--- src/rtl/reg_file_pkg.sv ---
// Shared definitions for the register file and its command-driven master:
// geometry defaults, op-codes and the master FSM state encoding.
package reg_file_pkg;

    localparam int RF_ADDR_WIDTH = 8;
    localparam int RF_DATA_WIDTH = 16;
    localparam int RF_DEPTH      = 8;

    typedef enum logic [1:0] {
        OP_WRITE   = 2'b00,
        OP_READ    = 2'b01,
        OP_CLEAR   = 2'b10,
        OP_ILLEGAL = 2'b11
    } op_e;

    typedef enum logic [2:0] {
        IDLE = 3'd0,
        WR   = 3'd1,
        RD   = 3'd2,
        CAP  = 3'd3,
        CLR  = 3'd4,
        RESP = 3'd5
    } state_e;

endpackage

--- src/rtl/reg_file_master_if.sv ---
// Host-side command/response bus of the register-file master.
// The master module connects through the slave modport, the host through master.
interface reg_file_master_if
    import reg_file_pkg::*;
#(
    parameter int ADDR_WIDTH = RF_ADDR_WIDTH,
    parameter int DATA_WIDTH = RF_DATA_WIDTH
) ();

    logic                  cmd_valid;
    logic                  cmd_ready;
    logic [1:0]            cmd_op;
    logic [ADDR_WIDTH-1:0] cmd_addr;
    logic [DATA_WIDTH-1:0] cmd_wdata;
    logic                  rsp_valid;
    logic                  rsp_ready;
    logic [DATA_WIDTH-1:0] rsp_rdata;
    logic                  rsp_err;

    modport slave (
        input  cmd_valid, cmd_op, cmd_addr, cmd_wdata, rsp_ready,
        output cmd_ready, rsp_valid, rsp_rdata, rsp_err
    );

    modport master (
        output cmd_valid, cmd_op, cmd_addr, cmd_wdata, rsp_ready,
        input  cmd_ready, rsp_valid, rsp_rdata, rsp_err
    );

endinterface

--- src/rtl/reg_file_master.sv ---
// Command-driven initiator for the register file: one WRITE/READ/CLEAR per
// handshake, strobes the file, then holds a registered response until taken.
module reg_file_master
    import reg_file_pkg::*;
#(
    parameter int ADDR_WIDTH = RF_ADDR_WIDTH,
    parameter int DATA_WIDTH = RF_DATA_WIDTH,
    parameter int DEPTH      = RF_DEPTH
) (
    input  logic                  CLK,
    input  logic                  RST,
    reg_file_master_if.slave      bus,
    output logic                  RF_WrEn,
    output logic                  RF_RdEn,
    output logic [ADDR_WIDTH-1:0] RF_Address,
    output logic [DATA_WIDTH-1:0] RF_WrData,
    input  logic [DATA_WIDTH-1:0] RF_RdData
);

    localparam int CNT_WIDTH = $clog2(DEPTH);
    localparam logic [CNT_WIDTH-1:0]  CNT_LAST   = CNT_WIDTH'(DEPTH - 1);
    localparam logic [ADDR_WIDTH-1:0] ADDR_LIMIT = ADDR_WIDTH'(DEPTH);

    state_e                state_q, state_d;
    logic [CNT_WIDTH-1:0]  cnt_q, cnt_d;
    logic [1:0]            op_q, op_d;
    logic [ADDR_WIDTH-1:0] addr_q, addr_d;
    logic [DATA_WIDTH-1:0] wdata_q, wdata_d;
    logic                  cmd_ready_q, cmd_ready_d;
    logic                  rsp_valid_q, rsp_valid_d;
    logic [DATA_WIDTH-1:0] rsp_rdata_q, rsp_rdata_d;
    logic                  rsp_err_q, rsp_err_d;
    logic                  wr_en_q, wr_en_d;
    logic                  rd_en_q, rd_en_d;
    logic [ADDR_WIDTH-1:0] rf_addr_q, rf_addr_d;
    logic [DATA_WIDTH-1:0] rf_wdata_q, rf_wdata_d;

    // Every output is computed for the state being entered, so it is valid
    // for the whole cycle spent in that state.
    always_comb begin
        state_d     = state_q;
        cnt_d       = cnt_q;
        op_d        = op_q;
        addr_d      = addr_q;
        wdata_d     = wdata_q;
        cmd_ready_d = 1'b0;
        rsp_valid_d = 1'b0;
        rsp_rdata_d = rsp_rdata_q;
        rsp_err_d   = rsp_err_q;
        wr_en_d     = 1'b0;
        rd_en_d     = 1'b0;
        rf_addr_d   = '0;
        rf_wdata_d  = '0;

        unique case (state_q)
            IDLE: begin
                cmd_ready_d = 1'b1;
                if (bus.cmd_valid && cmd_ready_q) begin
                    cmd_ready_d = 1'b0;
                    op_d        = bus.cmd_op;
                    addr_d      = bus.cmd_addr;
                    wdata_d     = bus.cmd_wdata;
                    if (op_d == OP_CLEAR) begin
                        state_d = CLR;
                        cnt_d   = '0;
                        wr_en_d = 1'b1;
                    end else if (op_d == OP_WRITE && addr_d < ADDR_LIMIT) begin
                        state_d    = WR;
                        wr_en_d    = 1'b1;
                        rf_addr_d  = addr_d;
                        rf_wdata_d = wdata_d;
                    end else if (op_d == OP_READ && addr_d < ADDR_LIMIT) begin
                        state_d   = RD;
                        rd_en_d   = 1'b1;
                        rf_addr_d = addr_d;
                    end else begin
                        state_d     = RESP;
                        rsp_valid_d = 1'b1;
                        rsp_err_d   = 1'b1;
                        rsp_rdata_d = '0;
                    end
                end
            end
            WR: begin
                state_d     = RESP;
                rsp_valid_d = 1'b1;
                rsp_err_d   = 1'b0;
                rsp_rdata_d = '0;
            end
            RD: begin
                state_d = CAP;
            end
            CAP: begin
                state_d     = RESP;
                rsp_valid_d = 1'b1;
                rsp_err_d   = 1'b0;
                rsp_rdata_d = RF_RdData;
            end
            CLR: begin
                if (cnt_q == CNT_LAST) begin
                    state_d     = RESP;
                    cnt_d       = '0;
                    rsp_valid_d = 1'b1;
                    rsp_err_d   = 1'b0;
                    rsp_rdata_d = '0;
                end else begin
                    cnt_d     = cnt_q + 1'b1;
                    wr_en_d   = 1'b1;
                    rf_addr_d = ADDR_WIDTH'(cnt_d);
                end
            end
            RESP: begin
                rsp_valid_d = 1'b1;
                if (bus.rsp_ready) begin
                    state_d     = IDLE;
                    rsp_valid_d = 1'b0;
                    cmd_ready_d = 1'b1;
                    rsp_err_d   = 1'b0;
                    rsp_rdata_d = '0;
                end
            end
            default: begin
                state_d = IDLE;
            end
        endcase
    end

    always_ff @(posedge CLK or negedge RST) begin
        if (!RST) begin
            state_q     <= IDLE;
            cnt_q       <= '0;
            op_q        <= '0;
            addr_q      <= '0;
            wdata_q     <= '0;
            cmd_ready_q <= 1'b0;
            rsp_valid_q <= 1'b0;
            rsp_rdata_q <= '0;
            rsp_err_q   <= 1'b0;
            wr_en_q     <= 1'b0;
            rd_en_q     <= 1'b0;
            rf_addr_q   <= '0;
            rf_wdata_q  <= '0;
        end else begin
            state_q     <= state_d;
            cnt_q       <= cnt_d;
            op_q        <= op_d;
            addr_q      <= addr_d;
            wdata_q     <= wdata_d;
            cmd_ready_q <= cmd_ready_d;
            rsp_valid_q <= rsp_valid_d;
            rsp_rdata_q <= rsp_rdata_d;
            rsp_err_q   <= rsp_err_d;
            wr_en_q     <= wr_en_d;
            rd_en_q     <= rd_en_d;
            rf_addr_q   <= rf_addr_d;
            rf_wdata_q  <= rf_wdata_d;
        end
    end

    assign bus.cmd_ready = cmd_ready_q;
    assign bus.rsp_valid = rsp_valid_q;
    assign bus.rsp_rdata = rsp_rdata_q;
    assign bus.rsp_err   = rsp_err_q;
    assign RF_WrEn       = wr_en_q;
    assign RF_RdEn       = rd_en_q;
    assign RF_Address    = rf_addr_q;
    assign RF_WrData     = rf_wdata_q;

endmodule
--- src/flat_wrapper.sv ---
// flat-port wrapper written by rule: the top's interface ports become plain ports
module reg_file_master_flat import reg_file_pkg::*;
#(
    parameter int ADDR_WIDTH = RF_ADDR_WIDTH,
    parameter int DATA_WIDTH = RF_DATA_WIDTH,
    parameter int DEPTH      = RF_DEPTH
)
  (CLK, RST, RF_WrEn, RF_RdEn, RF_Address, RF_WrData, RF_RdData, bus_cmd_valid, bus_cmd_op, bus_cmd_addr, bus_cmd_wdata, bus_rsp_ready, bus_cmd_ready, bus_rsp_valid, bus_rsp_rdata, bus_rsp_err);
  reg_file_master_if #(.ADDR_WIDTH(ADDR_WIDTH), .DATA_WIDTH(DATA_WIDTH)) bus_i ();
  input  logic CLK;
  input  logic RST;
  output logic RF_WrEn;
  output logic RF_RdEn;
  output logic [ADDR_WIDTH-1:0] RF_Address;
  output logic [DATA_WIDTH-1:0] RF_WrData;
  input  logic [DATA_WIDTH-1:0] RF_RdData;
  input wire logic [$bits(bus_i.cmd_valid)-1:0] bus_cmd_valid;
  input wire logic [$bits(bus_i.cmd_op)-1:0] bus_cmd_op;
  input wire logic [$bits(bus_i.cmd_addr)-1:0] bus_cmd_addr;
  input wire logic [$bits(bus_i.cmd_wdata)-1:0] bus_cmd_wdata;
  input wire logic [$bits(bus_i.rsp_ready)-1:0] bus_rsp_ready;
  output wire logic [$bits(bus_i.cmd_ready)-1:0] bus_cmd_ready;
  output wire logic [$bits(bus_i.rsp_valid)-1:0] bus_rsp_valid;
  output wire logic [$bits(bus_i.rsp_rdata)-1:0] bus_rsp_rdata;
  output wire logic [$bits(bus_i.rsp_err)-1:0] bus_rsp_err;
  assign bus_i.cmd_valid = bus_cmd_valid;
  assign bus_i.cmd_op = bus_cmd_op;
  assign bus_i.cmd_addr = bus_cmd_addr;
  assign bus_i.cmd_wdata = bus_cmd_wdata;
  assign bus_i.rsp_ready = bus_rsp_ready;
  assign bus_cmd_ready = bus_i.cmd_ready;
  assign bus_rsp_valid = bus_i.rsp_valid;
  assign bus_rsp_rdata = bus_i.rsp_rdata;
  assign bus_rsp_err = bus_i.rsp_err;
  reg_file_master #(.ADDR_WIDTH(ADDR_WIDTH), .DATA_WIDTH(DATA_WIDTH), .DEPTH(DEPTH)) u_core (.CLK(CLK), .RST(RST), .bus(bus_i), .RF_WrEn(RF_WrEn), .RF_RdEn(RF_RdEn), .RF_Address(RF_Address), .RF_WrData(RF_WrData), .RF_RdData(RF_RdData));
endmodule
--- config.mk ---
export PLATFORM = sky130hd
export DESIGN_NAME = reg_file_master_flat
export DESIGN_NICKNAME = d
export VERILOG_FILES = /design/src/rtl/reg_file_pkg.sv /design/src/rtl/reg_file_master_if.sv /design/src/rtl/reg_file_master.sv /design/src/flat_wrapper.sv
export SDC_FILE = /design/constraint.sdc
export NUM_CORES = 1
export LEC_CHECK = 0
export ABC_CLOCK_PERIOD_IN_PS = 2000
export BUFFER_PORTS_ARGS = -buffer_cell sky130_fd_sc_hd__buf_2
export CAP_MARGIN = 20
export CORE_ASPECT_RATIO = 1.5
export CORE_MARGIN = 4
export CORE_UTILIZATION = 46
export CTS_CLUSTER_DIAMETER = 30
export CTS_CLUSTER_SIZE = 10
export DETAILED_ROUTE_END_ITERATION = 16
export PLACE_DENSITY = 0.77
export SLEW_MARGIN = 25
export SYNTH_ARGS = -nofsm -noshare
export SYNTH_HDL_FRONTEND = slang
export SYNTH_SLANG_ARGS = --single-unit
--- constraint.sdc ---
create_clock -name CLK -period 2 [get_ports CLK]
set_input_delay 0.2 -clock CLK [delete_from_list [all_inputs] [get_ports CLK]]
set_output_delay 0.2 -clock CLK [all_outputs]
set_load 0.01 [all_outputs]
# After elaboration in Yosys (flattened, before gate mapping)

Cells that the tools add are included.
Widths: inputs -> output; s select.

Add/sub/neg operators: 1
Reductions and logical operators: 13
Magnitude comparators: 1
Mux-type cells: 55
Equality and inequality tests: 15

Operators by type and width:

| kind                | count |
|---|---|
| $mux 16             | 10 |
| $pmux 16 s5         | 1 |
| $mux 8              | 4 |
| $mux 3              | 10 |
| $mux 1              | 23 |
| $pmux 8 s2          | 1 |
| $pmux 3 s5          | 1 |
| $reduce_and 7->1    | 2 |
| $eq 3x3->1 const B  | 3 |
| $lt 8x4->1 const B  | 1 |
| $ne 2x2->1 const B  | 4 |
| $pmux 1 s4          | 2 |
| $eq 3x2->1 const B  | 2 |
| $ne 2x1->1 const B  | 3 |
| $pmux 3 s2          | 1 |
| $reduce_and 3->1    | 2 |
| $reduce_bool 5->1   | 1 |
| $pmux 1 s2          | 2 |
| $reduce_bool 4->1   | 1 |
| $add 3x1->3 const B | 1 |
| $eq 3x1->1 const B  | 1 |
| $logic_and 1x1->1   | 3 |
| $logic_not 3->1     | 1 |
| $eq 2x1->1 const B  | 1 |
| 4 further kinds     | 4 |

Output and inout bits: 45
Bits in registers: 51
Word-level logic and storage cells: 95
Input bits: 46

# Longest topological paths before layout

Depth in word-level cells: 7
Depth in mapped cells: 7

# Worst setup path before layout

No wires, ideal clock.

Kind: flip-flop to flip-flop
Start point: register u_core.cnt_q[0]
End point: register u_core.rsp_rdata_q[10] (netlist: u_core.bus.rsp_rdata[10])
Cell stages (with the launch flop): 8
Clock period less this slack: 1.635 ns
Library setup time: 0.121 ns
Buffers on the path: 1
Required time: 1.879 ns
Slack: 0.365 ns
Arrival time: 1.514 ns
Cells stage by stage: dfrtp_1 -> ha_1 -> ha_1 -> inv_1 -> a21oi_1 -> o221ai_2 -> buf_6 -> a22o_2

Longest elaborated chain between the ends: 3

RTL lines:

| element                    | RTL line               | text |
|---|---|---|
| start: declaration         | reg_file_master.sv:25  | `logic [CNT_WIDTH-1:0] cnt_q, cnt_d;` |
| start signal: assignment   | reg_file_master.sv:145 | `cnt_q <= cnt_d;` |
| $eq 3x3->1                 | reg_file_master.sv:100 | `if (cnt_q == CNT_LAST) begin` |
| $ne 2x1->1 (no line)       | -                      |  |
| $reduce_and 7->1 (no line) | -                      |  |
| end signal: assignment     | reg_file_master.sv:151 | `rsp_rdata_q <= rsp_rdata_d;` |
| end: declaration           | reg_file_master.sv:31  | `logic [DATA_WIDTH-1:0] rsp_rdata_q, rsp_rdata_d;` |

No other way between the ends.
A chain may end at the register's enable or synchronous reset.

# Final worst setup path

Start point: register u_core.cnt_q[0]
End point: register u_core.rsp_rdata_q[9] (netlist: u_core.bus.rsp_rdata[9])

The elaborated chain is that of the path after synthesis.

==> out/summary.md <==
Summing the areas of all compound-gate instances in the mapped netlist gives 16.2% of the synthesized area. For the final routed wirelength across all metal layers, the log shows 4450 um. The tools report the worst clock skew on the final layout as 0.00432 ns.

Class of the most critical setup path: flop to flop. The run gives 5 as the total clock buffers created by CTS. The count of nets left with antenna violations once routing finished came out at 0. Row generation in the floorplan step produced 29 rows. The tree built by TritonCTS fans out to 51 sinks. The residual DRC count was 0; the number of H-tree branching levels was 2.

The class of the worst hold path is input pin to asynchronous set/reset pin. The setup slack of the most critical reg-to-reg path was 0.21 ns; the global routing usage summed across all routing layers was 16.4%. The signal on the critical path passes through ha_1 > ha_1 > inv_1 > a21oi_1 > o221ai_4 > a22o_2. Counting flops with a built-in enable in the synthesized netlist gives 0. The total half-perimeter wirelength after legalization and detailed placement was 3400 um; the fraction of power spent switching nets was 31.4%. The worst path needs 1.79 ns of the cycle, external delays included. The total negative setup slack is 0 ns. The first-pass iteration count of the detailed router is 4.

The startpoint identified for the worst register-to-register timing path is u_core.cnt_q[0]. The total net switching power was 830 uW. Primary flip-flop cell chosen by synthesis mapping: dfrtp_1. The die extent in y was 88.3 um.

The number of antenna violations at the first check in global routing was 0; the instance count after placement with tap cells included was 288. In the global route stage, met3 resource usage came out at 4.96%. The effective utilization at floorplan was 47.0%. The delay of the slowest critical-path stage is 0.37 ns, and the fraction of post-synthesis cell area in the top cell type by area is 64.5%. The maximum number of pins on one net before global-route repair is 52.

In this run, the number of DRC markers left after iteration 0 of detailed routing was 46. The clock-pin slew reported for the worst setup and hold paths after clock tree synthesis was 0.08 ns. The worst setup path is launched from a flop. Setup violations remaining at the end of the flow were counted as 0. The number of hold violations in the final report was 4. The destination of the worst register-to-register timing path is u_core.bus.rsp_rdata[9].

The later pin in the worst-skew pair is clocked with a latency of 0.29 ns. TritonCTS built the clock tree. The peak-usage layer in the global routing report was met2. The logs give 1.43 nW for the reported leakage power and 295 for the filler-free cell count of the finished design.

The tools report the count of hold buffers inserted by post-cts repair as 0. A synthesized cell averages 13.0 um^2. 91 I/O pins were placed. For the worst setup path, the data required time is 2.18 ns. The multi-input combinational cells in the finished layout cover a total of 678 um^2. For the worst setup path, the data arrival time is 1.97 ns. The logs give 0 for the number of pins with negative max-slew slack in the final report and 37 for the number of distinct library cells after synthesis. Along the worst path, the maximum fanout reaches 16.

Dividing the detail-routed via count by the number of cells gives 5.12. Synthesis handed over a netlist of 152 instances. The cell seen most often among critical-path stages was ha_1.

The logs give 0.807 mV for the maximum VDD drop and 0 for the post-cts gate resize count. The share of synthesized area spent on multiplexers came out at 0%. Global routing finished with a remaining overflow of 0. The path depth of the worst reg2reg path works out to 6.

The run finished, with violations left. The largest total area in the synthesized netlist belongs to dfrtp_1. The number of setup buffers added after CTS was 0; the post-synthesis to final-layout area growth was 31.3%. The final reports fail on negative hold slack. The fraction of met2 tracks used by global routing was 27.7%.

The fraction of synthesis flops using an asynchronous set or reset pin was 100%. The total core area is 0.00421 mm^2, and the wire length of the first global-routing pass is 6710 um. The share of total power dissipated in sequential elements is 45.3%. Counting the fill cells in the layout gives 365. Summing the areas of all fa, ha and maj instances in the mapped netlist gives 1.26% of the synthesized area. Dividing the final minimum period by the clock period gives 89.5%. At the pin with the least slew margin, the transition time is 0.666 ns. The post-layout utilization of the core came out at 61.7%. The congestion estimate from routability-driven global placement came to 0.836. The via count of the first global-routing pass is 1481. The XOR/XNOR share of the synthesized area is 0%.

The hold slack is -0.00236 ns. Across all setup checks in the final design, the least slack found is 0.211 ns. The tools report the met1 global-route usage as 19.1%. The vias after detailed routing is 1510. The share of the Yosys chip area taken by registers is 64.5%. Based on the critical path, the design can be clocked at up to 559 MHz. The cell internal power dissipation is 1.81 mW, and the synthesized-area fraction occupied by and/or/nand/nor cells is 15.2%. The die width works out to 61.6 um. The tools report the root buffer cell as clkbuf_8.

The power density normalized to cell area came out at 1020 mW/mm^2. The count of buffers added on input and output ports is 90. The cell type of the slowest stage on the worst timing path is dfrtp_1. The cell area that synthesis handed to floorplanning was 0.00198 mm^2.

The run gives 297 as the number of nets at the end of the flow. The nature of the critical path endpoint is a flop. After detailed routing, the average wire length per cell comes to 15.1 um. Per report_power, the combinational group accounts for 29.4% of the total.

Counting flops and latches in the post-synthesis netlist gives 51. The die covers 0.00544 mm^2. The tools report the final antenna diode count as 0.

Yosys attributes the largest share of cell area to dfrtp_1, a22o_2, and2_1, a22o_1, nand2_1. Max-cap violations in this run came to 0. The ratio of cells with drive above 1 in the final layout works out to 48.6%. The total number of yosys warnings was 0.

Combinational family with the most area after synthesis: compound AO/OA/AOI/OAI gates. At the placement stage, the worst setup path has a slack of 0.0276 ns. The sequential cells in the finished layout cover a total of 0.00128 mm^2.

The clock passes through at most 2 buffers. Setup repair after global routing left no endpoint under its margin. The worst pin sits at a relative slew slack of 55.5%. The run gives 25.2% as the clock network fraction of total power.
-- worst max-delay path by stage --
stage / start / to / slack (ns)
after floorplan: u_core.cnt_q[0] / u_core.bus.rsp_rdata[10] / 0.37
after global placement: u_core.cnt_q[0] / u_core.bus.rsp_rdata[13] / 0.11
after detailed placement: u_core.cnt_q[0] / u_core.bus.rsp_rdata[2] / 0.03
after CTS: u_core.cnt_q[0] / u_core.bus.rsp_rdata[9] / 0.01
after global routing: u_core.cnt_q[0] / u_core.bus.rsp_rdata[14] / 0.03
final: u_core.cnt_q[0] / u_core.bus.rsp_rdata[9] / 0.21
-- power groups by stage --
stage | registers [mW] | logic [mW] | clock network [mW]
finish | 1.20 | 0.778 | 0.666
global route | 1.21 | 0.871 | 0.735
CTS | 1.20 | 0.758 | 0.695
detailed placement | 1.21 | 0.757 | 0
global placement | 1.21 | 0.732 | 0
floorplan | 1.24 | 0.490 | 0
-- kinds of logic after synthesis --
group	count (synthesis)
other	1
AOI/OAI and AO/OA	40
adders and majority gates	2
and+or+nand+nor	49
DFF	51
buffers and inverters	9
-- Yosys cell counts, types with 2 or more instances --
library cell,n
o211ai_1,2
o21ai_0,5
o2bb2ai_1,2
nand2_1,9
and2_1,16
clkbuf_1,4
nor2b_1,3
a22o_2,10
dfrtp_1,51
nor2_1,8
nand3b_1,2
a21oi_1,6
ha_1,2
nor3_1,2
buf_6,2
a22o_1,7
-- cells in the final DEF, fill, tap and decap left out, types with 5 or more instances in the layout --
cell / instances
and2_1: 16
clkbuf_8: 5
a22o_2: 10
nand2_1: 9
buf_2: 90
o21ai_0: 5
nor2_1: 7
a21oi_1: 6
a22o_1: 7
dfrtp_1: 51
conb_1: 5
-- flip-flops by register name, indices dropped and copies added (netlist names) --
name	count
u_core.RF_RdEn	1
u_core.state_q	3
u_core.RF_WrData	16
u_core.RF_WrEn	1
u_core.bus.rsp_valid	1
u_core.RF_Address	8
u_core.bus.rsp_rdata	16
u_core.bus.rsp_err	1
u_core.bus.cmd_ready	1
u_core.cnt_q	3
-- worst max-delay path, delay by kind of cell, from the launching register on --
family          cells  cell delay [ns]
buf+inv             1             0.07
flops               1             0.37
fa+ha+maj           2             0.34
compound gates      3             0.89
-- routing by layer --
layer,wire length [um],up-vias
met5,0,-
met4,75,0
met3,375,10
met2,2310,66
met1,1690,706
li1,-,728
-- area by class of cell --
type / instances / share of cell area (%)
clock buffer: 6 / 2.79
multi-input combinational: 96 / 26.1
tap: 46 / 2.21
timing repair buffer: 94 / 18.5
sequential: 51 / 49.1
clock inverter: 1 / 1.16
inverter: 1 / 0.144
-- metrics by stage --
step / total power, mW / hold WS (ns) / area, um^2
after detailed placement: 1.97 / 0.341 / 2480
after floorplan: 1.73 / -0.0956 / 1990
after CTS: 2.65 / 0.0219 / 2580
after global placement: 1.94 / 0.337 / 2480
after global routing: 2.82 / 0.0592 / 2600
final: 2.64 / -0.00236 / 2600
(Power assumes the default switching activity.)
